[src/rtl/spi_master_crc.sv]
// SPI master for 32-bit CRC-protected frames: 24 payload bits plus CRC-8, MSB-first.
// sck is divided from clk; miso is captured at the end of each sck high phase.
module spi_master_crc #(
    parameter int         CLK_DIV  = 2,
    parameter logic [7:0] CRC_POLY = 8'h1D,
    parameter logic [7:0] CRC_INIT = 8'hFF
) (
    input  logic        clk,
    input  logic        rstn,
    input  logic        tx_valid,
    output logic        tx_ready,
    input  logic [23:0] tx_data,
    output logic        rx_valid,
    output logic [23:0] rx_data,
    output logic        rx_crc_err,
    output logic        busy,
    output logic        sck,
    output logic        csn,
    output logic        mosi,
    input  logic        miso
);

    localparam int               DIV_W    = $clog2(CLK_DIV + 1);
    localparam logic [DIV_W-1:0] DIV_LAST = DIV_W'(CLK_DIV - 1);
    localparam logic [DIV_W-1:0] DIV_ONE  = DIV_W'(1);

    localparam logic [2:0] ST_IDLE  = 3'd0;
    localparam logic [2:0] ST_SETUP = 3'd1;
    localparam logic [2:0] ST_SHIFT = 3'd2;
    localparam logic [2:0] ST_HOLD  = 3'd3;
    localparam logic [2:0] ST_GAP   = 3'd4;

    logic [2:0]       state;
    logic [DIV_W-1:0] div_cnt;
    logic [5:0]       bit_cnt;
    logic [31:0]      tx_sr;
    logic [31:0]      rx_sr;
    logic             accept;
    logic             div_done;
    logic             sck_fall;
    logic             mosi_adv;

    function automatic logic [7:0] crc8_24(input logic [23:0] d);
        logic [7:0] c;
        logic       fb;
        c = CRC_INIT;
        for (int i = 23; i >= 0; i--) begin
            fb = c[7] ^ d[i];
            c  = {c[6:0], 1'b0} ^ (fb ? CRC_POLY : 8'h00);
        end
        return c;
    endfunction

    assign tx_ready = (state == ST_IDLE);
    assign busy     = ~tx_ready;
    assign accept   = tx_valid && tx_ready;
    assign div_done = (div_cnt == DIV_LAST);

    // miso is sampled on the edge that drives sck low
    assign sck_fall = (state == ST_SHIFT) && sck && div_done;
    // next frame bit goes out one clk after the falling edge; nothing follows bit 31
    assign mosi_adv = (state == ST_SHIFT) && !sck && (div_cnt == '0) && (bit_cnt != 6'd31);

    always_ff @(posedge clk) begin
        if (accept) begin
            tx_sr <= {tx_data, crc8_24(tx_data)};
        end else if (mosi_adv) begin
            tx_sr <= {tx_sr[30:0], 1'b0};
        end
        if (sck_fall) begin
            rx_sr <= {rx_sr[30:0], miso};
        end
    end

    always_ff @(posedge clk or negedge rstn) begin
        if (!rstn) begin
            state      <= ST_IDLE;
            div_cnt    <= '0;
            bit_cnt    <= '0;
            sck        <= 1'b0;
            csn        <= 1'b1;
            mosi       <= 1'b0;
            rx_valid   <= 1'b0;
            rx_data    <= '0;
            rx_crc_err <= 1'b0;
        end else begin
            rx_valid <= 1'b0;
            if (accept) begin
                mosi <= tx_data[23];
            end else if (mosi_adv) begin
                mosi <= tx_sr[30];
            end
            case (state)
                ST_IDLE: begin
                    if (tx_valid) begin
                        csn     <= 1'b0;
                        div_cnt <= '0;
                        bit_cnt <= '0;
                        state   <= ST_SETUP;
                    end
                end
                ST_SETUP: begin
                    if (div_done) begin
                        sck     <= 1'b1;
                        div_cnt <= '0;
                        state   <= ST_SHIFT;
                    end else begin
                        div_cnt <= div_cnt + DIV_ONE;
                    end
                end
                ST_SHIFT: begin
                    if (div_done) begin
                        div_cnt <= '0;
                        if (sck) begin
                            sck <= 1'b0;
                        end else if (bit_cnt == 6'd31) begin
                            state <= ST_HOLD;
                        end else begin
                            sck     <= 1'b1;
                            bit_cnt <= bit_cnt + 6'd1;
                        end
                    end else begin
                        div_cnt <= div_cnt + DIV_ONE;
                    end
                end
                ST_HOLD: begin
                    if (div_done) begin
                        csn        <= 1'b1;
                        rx_valid   <= 1'b1;
                        rx_data    <= rx_sr[31:8];
                        rx_crc_err <= (crc8_24(rx_sr[31:8]) != rx_sr[7:0]);
                        div_cnt    <= '0;
                        state      <= ST_GAP;
                    end else begin
                        div_cnt <= div_cnt + DIV_ONE;
                    end
                end
                ST_GAP: begin
                    if (div_done) begin
                        div_cnt <= '0;
                        state   <= ST_IDLE;
                    end else begin
                        div_cnt <= div_cnt + DIV_ONE;
                    end
                end
                default: begin
                    sck   <= 1'b0;
                    csn   <= 1'b1;
                    state <= ST_IDLE;
                end
            endcase
        end
    end

endmodule

[config.mk]
export PLATFORM = sky130hd
export DESIGN_NAME = spi_master_crc
export DESIGN_NICKNAME = d
export VERILOG_FILES = /design/src/rtl/spi_master_crc.sv
export SDC_FILE = /design/constraint.sdc
export NUM_CORES = 1
export LEC_CHECK = 0
export CAP_MARGIN = 5
export CORE_MARGIN = 10
export CORE_UTILIZATION = 61
export DETAILED_ROUTE_END_ITERATION = 8
export PLACE_DENSITY = 0.85
export SLEW_MARGIN = 10
export SYNTH_ARGS = -nofsm -noshare
export SYNTH_HDL_FRONTEND = slang
export SYNTH_SLANG_ARGS = --single-unit
[constraint.sdc]
create_clock -name clk -period 8.1 [get_ports clk]
set_input_delay 1.62 -clock clk [delete_from_list [all_inputs] [get_ports clk]]
set_output_delay 1.62 -clock clk [all_outputs]
set_load 0.05 [all_outputs]
After elaboration in Yosys (flattened, before gate mapping)
Index checks and enable logic that the tools add are counted.
{"block": "totals", "register_bits": 103, "in_bits": 28, "output_inout_bits": 31}
{"block": "op_classes", "n_bitwise": 97, "add_sub_neg": 2, "n_eq_ne": 16, "n_reduce_logical": 21, "mux": 77}
{"cell": "XOR 8 x 5 -> 8 bit", "n": 46}
{"cell": "2-to-1 mux 5 bit", "n": 48}
{"cell": "2-to-1 mux 31 bit", "n": 2}
{"cell": "XOR 1 bit", "n": 46}
{"cell": "2-to-1 mux 6 bit", "n": 4}
{"cell": "2-to-1 mux 3 bit", "n": 7}
{"cell": "case mux 3 bit (5 select lines)", "n": 1}
{"cell": "!= test 2 bit (second input constant)", "n": 7}
{"cell": "NOT 4 -> 7 bit", "n": 2}
{"cell": "case mux 6 bit (2 select lines)", "n": 1}
{"cell": "2-to-1 mux 1 bit", "n": 9}
{"cell": "!= test 8 bit", "n": 1}
{"cell": "AND reduction 7 bit", "n": 1}
{"cell": "adder 6 x 1 -> 6 bit (second input constant)", "n": 1}
{"cell": "equality test 3 x 2 -> 1 bit (second input constant)", "n": 2}
{"cell": "equality test 6 x 5 -> 1 bit (second input constant)", "n": 1}
{"cell": "logical AND 1 bit", "n": 6}
{"cell": "!= test 6 x 5 -> 1 bit (second input constant)", "n": 1}
{"cell": "case mux 1 bit (3 select lines)", "n": 2}
{"cell": "AND reduction 3 bit", "n": 2}
{"cell": "nonzero test 2 bit", "n": 3}
{"cell": "OR reduction 3 bit", "n": 2}
{"cell": "AND reduction 5 bit", "n": 1}
{"cell": "2-to-1 mux 2 bit", "n": 2}
{"cell": "12 further kinds", "n": 15}

Logic depth before layout (Yosys ltp)
{"block": "logic_depth", "depth_word": 72, "depth_mapped": 8, "depth_no_buf": 8}

Worst setup path after synthesis
Ideal clock, no wire load.
{"block": "synth_path", "path_kind": "register to output", "startpoint": "reg state[0]", "endpoint": "out busy", "required_time_ns": 6.480, "arrival_time_ns": 2.355, "path_stages_with_launch": 4, "path_slack_ns": 4.125, "n_path_buf": 1, "cell_sequence": "dfrtp_1 -> clkbuf_1 -> nor3_1 -> inv_1"}
{"block": "synth_via", "elab_chain_len": 2}
{"element": "start, declared", "line": "33", "source": "logic [2:0] state;"}
{"element": "start signal, assigned", "line": "77", "source": "state <= ST_IDLE;"}
{"element": "start signal, assigned", "line": "99", "source": "state <= ST_SETUP;"}
{"element": "start signal, assigned", "line": "106", "source": "state <= ST_SHIFT;"}
{"element": "zero test 3 bit", "line": "54", "source": "assign tx_ready = (state == ST_IDLE);"}
{"element": "net tx_ready", "line": "11", "source": "output logic tx_ready,"}
{"element": "NOT 1 bit", "line": "55", "source": "assign busy = ~tx_ready;"}
{"element": "end, declared", "line": "16", "source": "output logic busy,"}
The timed path passes the listed nets, and every way through them passes these cells.

Final worst setup path
{"block": "layout_path", "startpoint": "in tx_data[19]", "endpoint": "reg tx_sr[5], data pin"}
{"block": "layout_via", "elab_chain_len": 31, "word_cells_on_any_way": 49, "classes_between": "15 x mux; 34 x bitwise"}
{"element": "start, declared", "line": "12", "source": "input logic [23:0] tx_data,"}
{"element": "XOR 1 bit *", "line": "48", "source": "fb = c[7] ^ d[i];"}
{"element": "2-to-1 mux 5 bit *", "line": "49", "source": "c = {c[6:0], 1'b0} ^ (fb ? CRC_POLY : 8'h00);"}
{"element": "XOR 8 x 5 -> 8 bit * (4 in series)", "line": "49"}
{"element": "XOR 1 bit / XOR 8 x 5 -> 8 bit (equally long branches)", "line": "48, 49"}
{"element": "2-to-1 mux 5 bit (tied with other cells)", "line": "49"}
{"element": "XOR 8 x 5 -> 8 bit * (4 in series)", "line": "49"}
{"element": "XOR 1 bit / XOR 8 x 5 -> 8 bit (equally long branches)", "line": "48, 49"}
{"element": "2-to-1 mux 5 bit (tied with other cells)", "line": "49"}
{"element": "XOR 8 x 5 -> 8 bit * (4 in series)", "line": "49"}
{"element": "XOR 1 bit / XOR 8 x 5 -> 8 bit (equally long branches)", "line": "48, 49"}
{"element": "2-to-1 mux 5 bit (tied with other cells)", "line": "49"}
{"element": "XOR 8 x 5 -> 8 bit * (4 in series)", "line": "49"}
{"element": "XOR 1 bit / XOR 8 x 5 -> 8 bit (equally long branches)", "line": "48, 49"}
{"element": "2-to-1 mux 5 bit (tied with other cells)", "line": "49"}
{"element": "XOR 8 x 5 -> 8 bit * (4 in series)", "line": "49"}
{"element": "2-to-1 mux 31 bit *", "line": "65", "source": "if (accept) begin"}
{"element": "end signal, assigned", "line": "66", "source": "tx_sr <= {tx_data, crc8_24(tx_data)};"}
{"element": "end signal, assigned", "line": "68", "source": "tx_sr <= {tx_sr[30:0], 1'b0};"}
{"element": "end, declared", "line": "36", "source": "logic [31:0] tx_sr;"}
Every way passes the cells marked *; elsewhere a longest branch is shown, timed or not.
A chain may end at the register's enable or synchronous reset.

==> impl_results.md <==
- Status: finished clean
- GRT Resource Usage Total: 0.164
- Layout cell share with drive strength beyond 1: 0.121
- First-pass GRT wire length: 18,600 um
- Worst setup margin: 3.98 ns
- Leading area contributor after synthesis: edfxtp_1
- Top_reg_cell synth: edfxtp_1
- H-tree Lvls: 3
- Area contributors post-synth: edfxtp_1 33%, dfrtp_1 17%, xnor3_1 12%
- I/O pin count: 59
- Max Transition Viols Final: 0
- Worst Path Arrival: 4.19 ns
- Crit-path leading delay family: XOR/XNOR gates
- Final Cycle Share: 0.509
- Post-CTS Repair Setup Buffers: 0
- Asr flop ratio synth: 0.388
- Place WS: 3.60 ns
- Post-CTS Hold Fix Bufs: 0
- Hold Crit Class: flop to flop
- CORE AREA: 0.00924 sq mm
- Fin Clk Skew: 0.0137 ns
- Cell Chain, Critical Path: clkdlybuf4s50_1 > xnor3_1 > xnor3_1 > xnor3_1 > xor2_1 > xnor2_1 > xor2_1 > o21ai_0
- Yosys warning count: 0
- Pin count of the biggest net entering global routing: 41
- Initial Util: 0.625
- Synth Cell Area: 0.00578 sq mm
- Crit-path slowest cell: clkdlybuf4s50_1
- Initial antenna violation count: 0
- Die X: 117 um
- CP Max Fanout: 5
- Crit. End Element: flop
- Worst path buffer plus inverter count: 1
- Mean Syn Cell Area: 12.9 sq um
- Number of global-route vias before repair: 3,499
- Area growth syn-to-layout: 15.3%
- Max_cap viols: 0
- Max IR drop VDD: 0.228 mV
- Total grt overflow: 0
- Fmax achieved: 0.242 GHz
- Power per cell area: 462 mW/mm^2
- Clock Path Buffers: 2
- Setup CP Type: input port to flop
- Final Hold Vio Count: 0
- Synth top area share: 0.327
- Mean routed wirelength per cell: 17.7 um
- Drt first pass iters: 5
- Hpwl dp: 8090 um
- Routed WL: 11,200 um
- Chip Height: 117 um
- Final setup vio count: 0
- Netlist cell types: 43
- CTS root buffer: clkbuf_8
- CTS tree: built
- P_leak: 2.79 nW
- Measured slew at the worst slew-check pin: 1.10 ns
- Ant diodes: 0
- Via count: 3,434
- Synth Instances: 447
- Layout Nets: 529
- Port bufs: 58
- Final Util: 0.721
- Unrepaired setup endpoints after global routing: no
- Post-synth EDFFs: 63
- Vias per Instance: 5.42
- Crit-path most repeated cell: xnor3_1
- Drt drc: 0
- DRT antenna net count: 0
- Max stage delay on crit path: 0.56 ns
- Worst slew margin: 0.266
- Die area: 0.0138 sq mm
- Filler Cell Count: 612
- CTS clk-pin slew, worst paths: 0.10 ns
- Seq/Total Area, Yosys: 0.501
- Worst-Skew Late Latency: 0.36 ns
- Num rows: 35
- Minimum clock period: 4.12 ns
- #FFs+latches synth: 103
- Reg2Reg Setup Slack: 5.29 ns
- Total CTS buffers: 9
- Req. time, crit path: 8.16 ns
- Clock Sinks: 103
- PostCTS Resize Cnt: 0
- Syn_nets: 476
- Setup TNS: 0 ns
- Final RePlAce weighted congestion: 0.870
- Initial DRC count: 366
- CP Launch Type: input port
report_power, final:
part / total, mW / leakage (nW) / internal (mW) / switching [mW]
logic: 1.85 / 1.64 / 0.870 / 0.981
clock network: 0.317 / 0.101 / 0.128 / 0.189
registers: 0.908 / 1.05 / 0.787 / 0.121
total: 3.08 / 2.79 / 1.79 / 1.29
area by class of cell:
class	instances	area, sq um	share of cell area
multi-input cells	321	2800	0.420
flip-flops and latches	103	2890	0.434
inverters	3	11.3	0.00169
repair buffers	62	606	0.0909
clock buffers	10	138	0.0207
well taps	129	161	0.0242
clock inverters	6	57.6	0.00864
cells in the final DEF (no fill, tap or decap), types with 2 or more instances in the layout:
master	instances
inv_1	3
dfrtp_1	39
or3_1	3
buf_4	4
inv_6	2
xnor3_2	5
a21oi_1	4
nor2b_1	2
xnor2_2	3
clkdlybuf4s50_1	57
a211oi_1	2
xnor2_1	63
nand2_1	97
a31o_2	2
mux2_2	24
clkbuf_8	10
nand3_1	5
nand3b_1	2
inv_8	2
nor2_1	16
o21ai_0	12
edfxtp_1	63
mux2i_1	5
xor3_1	5
clkinv_4	2
xor2_1	18
nor3_1	6
xnor3_1	31
state kept, by name, indices dropped and copies added (netlist names), 2 cells and up:
name	count
tx_sr	31
state	3
rx_data	24
rx_sr	32
bit_cnt	6
div_cnt	2
synthesized netlist by cell type (3+ instances only):
cell / instances
nor3_1: 6
mux2i_1: 5
inv_1: 3
nand3_1: 5
edfxtp_1: 63
xor3_1: 5
nand2_1: 97
dfrtp_1: 39
a21oi_1: 4
clkbuf_1: 12
xor2_1: 18
buf_2: 4
xnor3_2: 5
mux2_2: 24
nor2_1: 17
xnor3_1: 31
or3_1: 3
xnor2_2: 3
o21ai_0: 12
xnor2_1: 63
metal layers:
layer | GRT usage | vias to the layer above | wire [um]
met4 | 0.0376 | 0 | 97
met5 | 0 | - | 0
met1 | 0.224 | 1695 | 5060
met3 | 0.0374 | 9 | 628
met2 | 0.259 | 86 | 5430
li1 | - | 1644 | -
cells by family after synthesis:
family,Yosys count,synth area share
DFF,103,0.501
buffers and inverters,23,0.0167
adders and majority gates,1,0.00217
AOI/OAI and AO/OA,29,0.0344
muxes,29,0.0554
and+or+nand+nor,137,0.0972
xor gates and xnor gates,125,0.293
worst paths after layout:
| kind | startpoint | end | cells past startpoint |
|---|---|---|---|
| worst max-delay path | tx_data[19] | tx_sr[5]$_DFFE_PP_ | 8 |
| worst min-delay path | rx_sr[3]$_DFFE_PP_ | rx_sr[4]$_DFFE_PP_ | 0 |
| worst max register to register | rx_sr[26]$_DFFE_PP_ | rx_crc_err$_DFFE_PN0P_ | 7 |
| worst min register to register | rx_sr[3]$_DFFE_PP_ | rx_sr[4]$_DFFE_PP_ | 0 |
| max in group asynchronous | rstn | rx_valid$_DFF_PN0_ | 1 |
| min in group asynchronous | rstn | rx_data[17]$_DFFE_PN0P_ | 1 |
through the flow:
stage / total power [mW] / cells / instance area, sq um / hold slack [ns]
floorplan: 2.36 / 447 / 5780 / 0.421
global placement: 2.71 / 618 / 6470 / 0.435
detailed placement: 2.76 / 618 / 6470 / 0.456
CTS: 3.10 / 634 / 6660 / 0.489
global route: 3.28 / 634 / 6660 / 0.492
finish: 3.08 / 634 / 6660 / 0.483
Note: power is estimated with default switching activity, not from simulation.
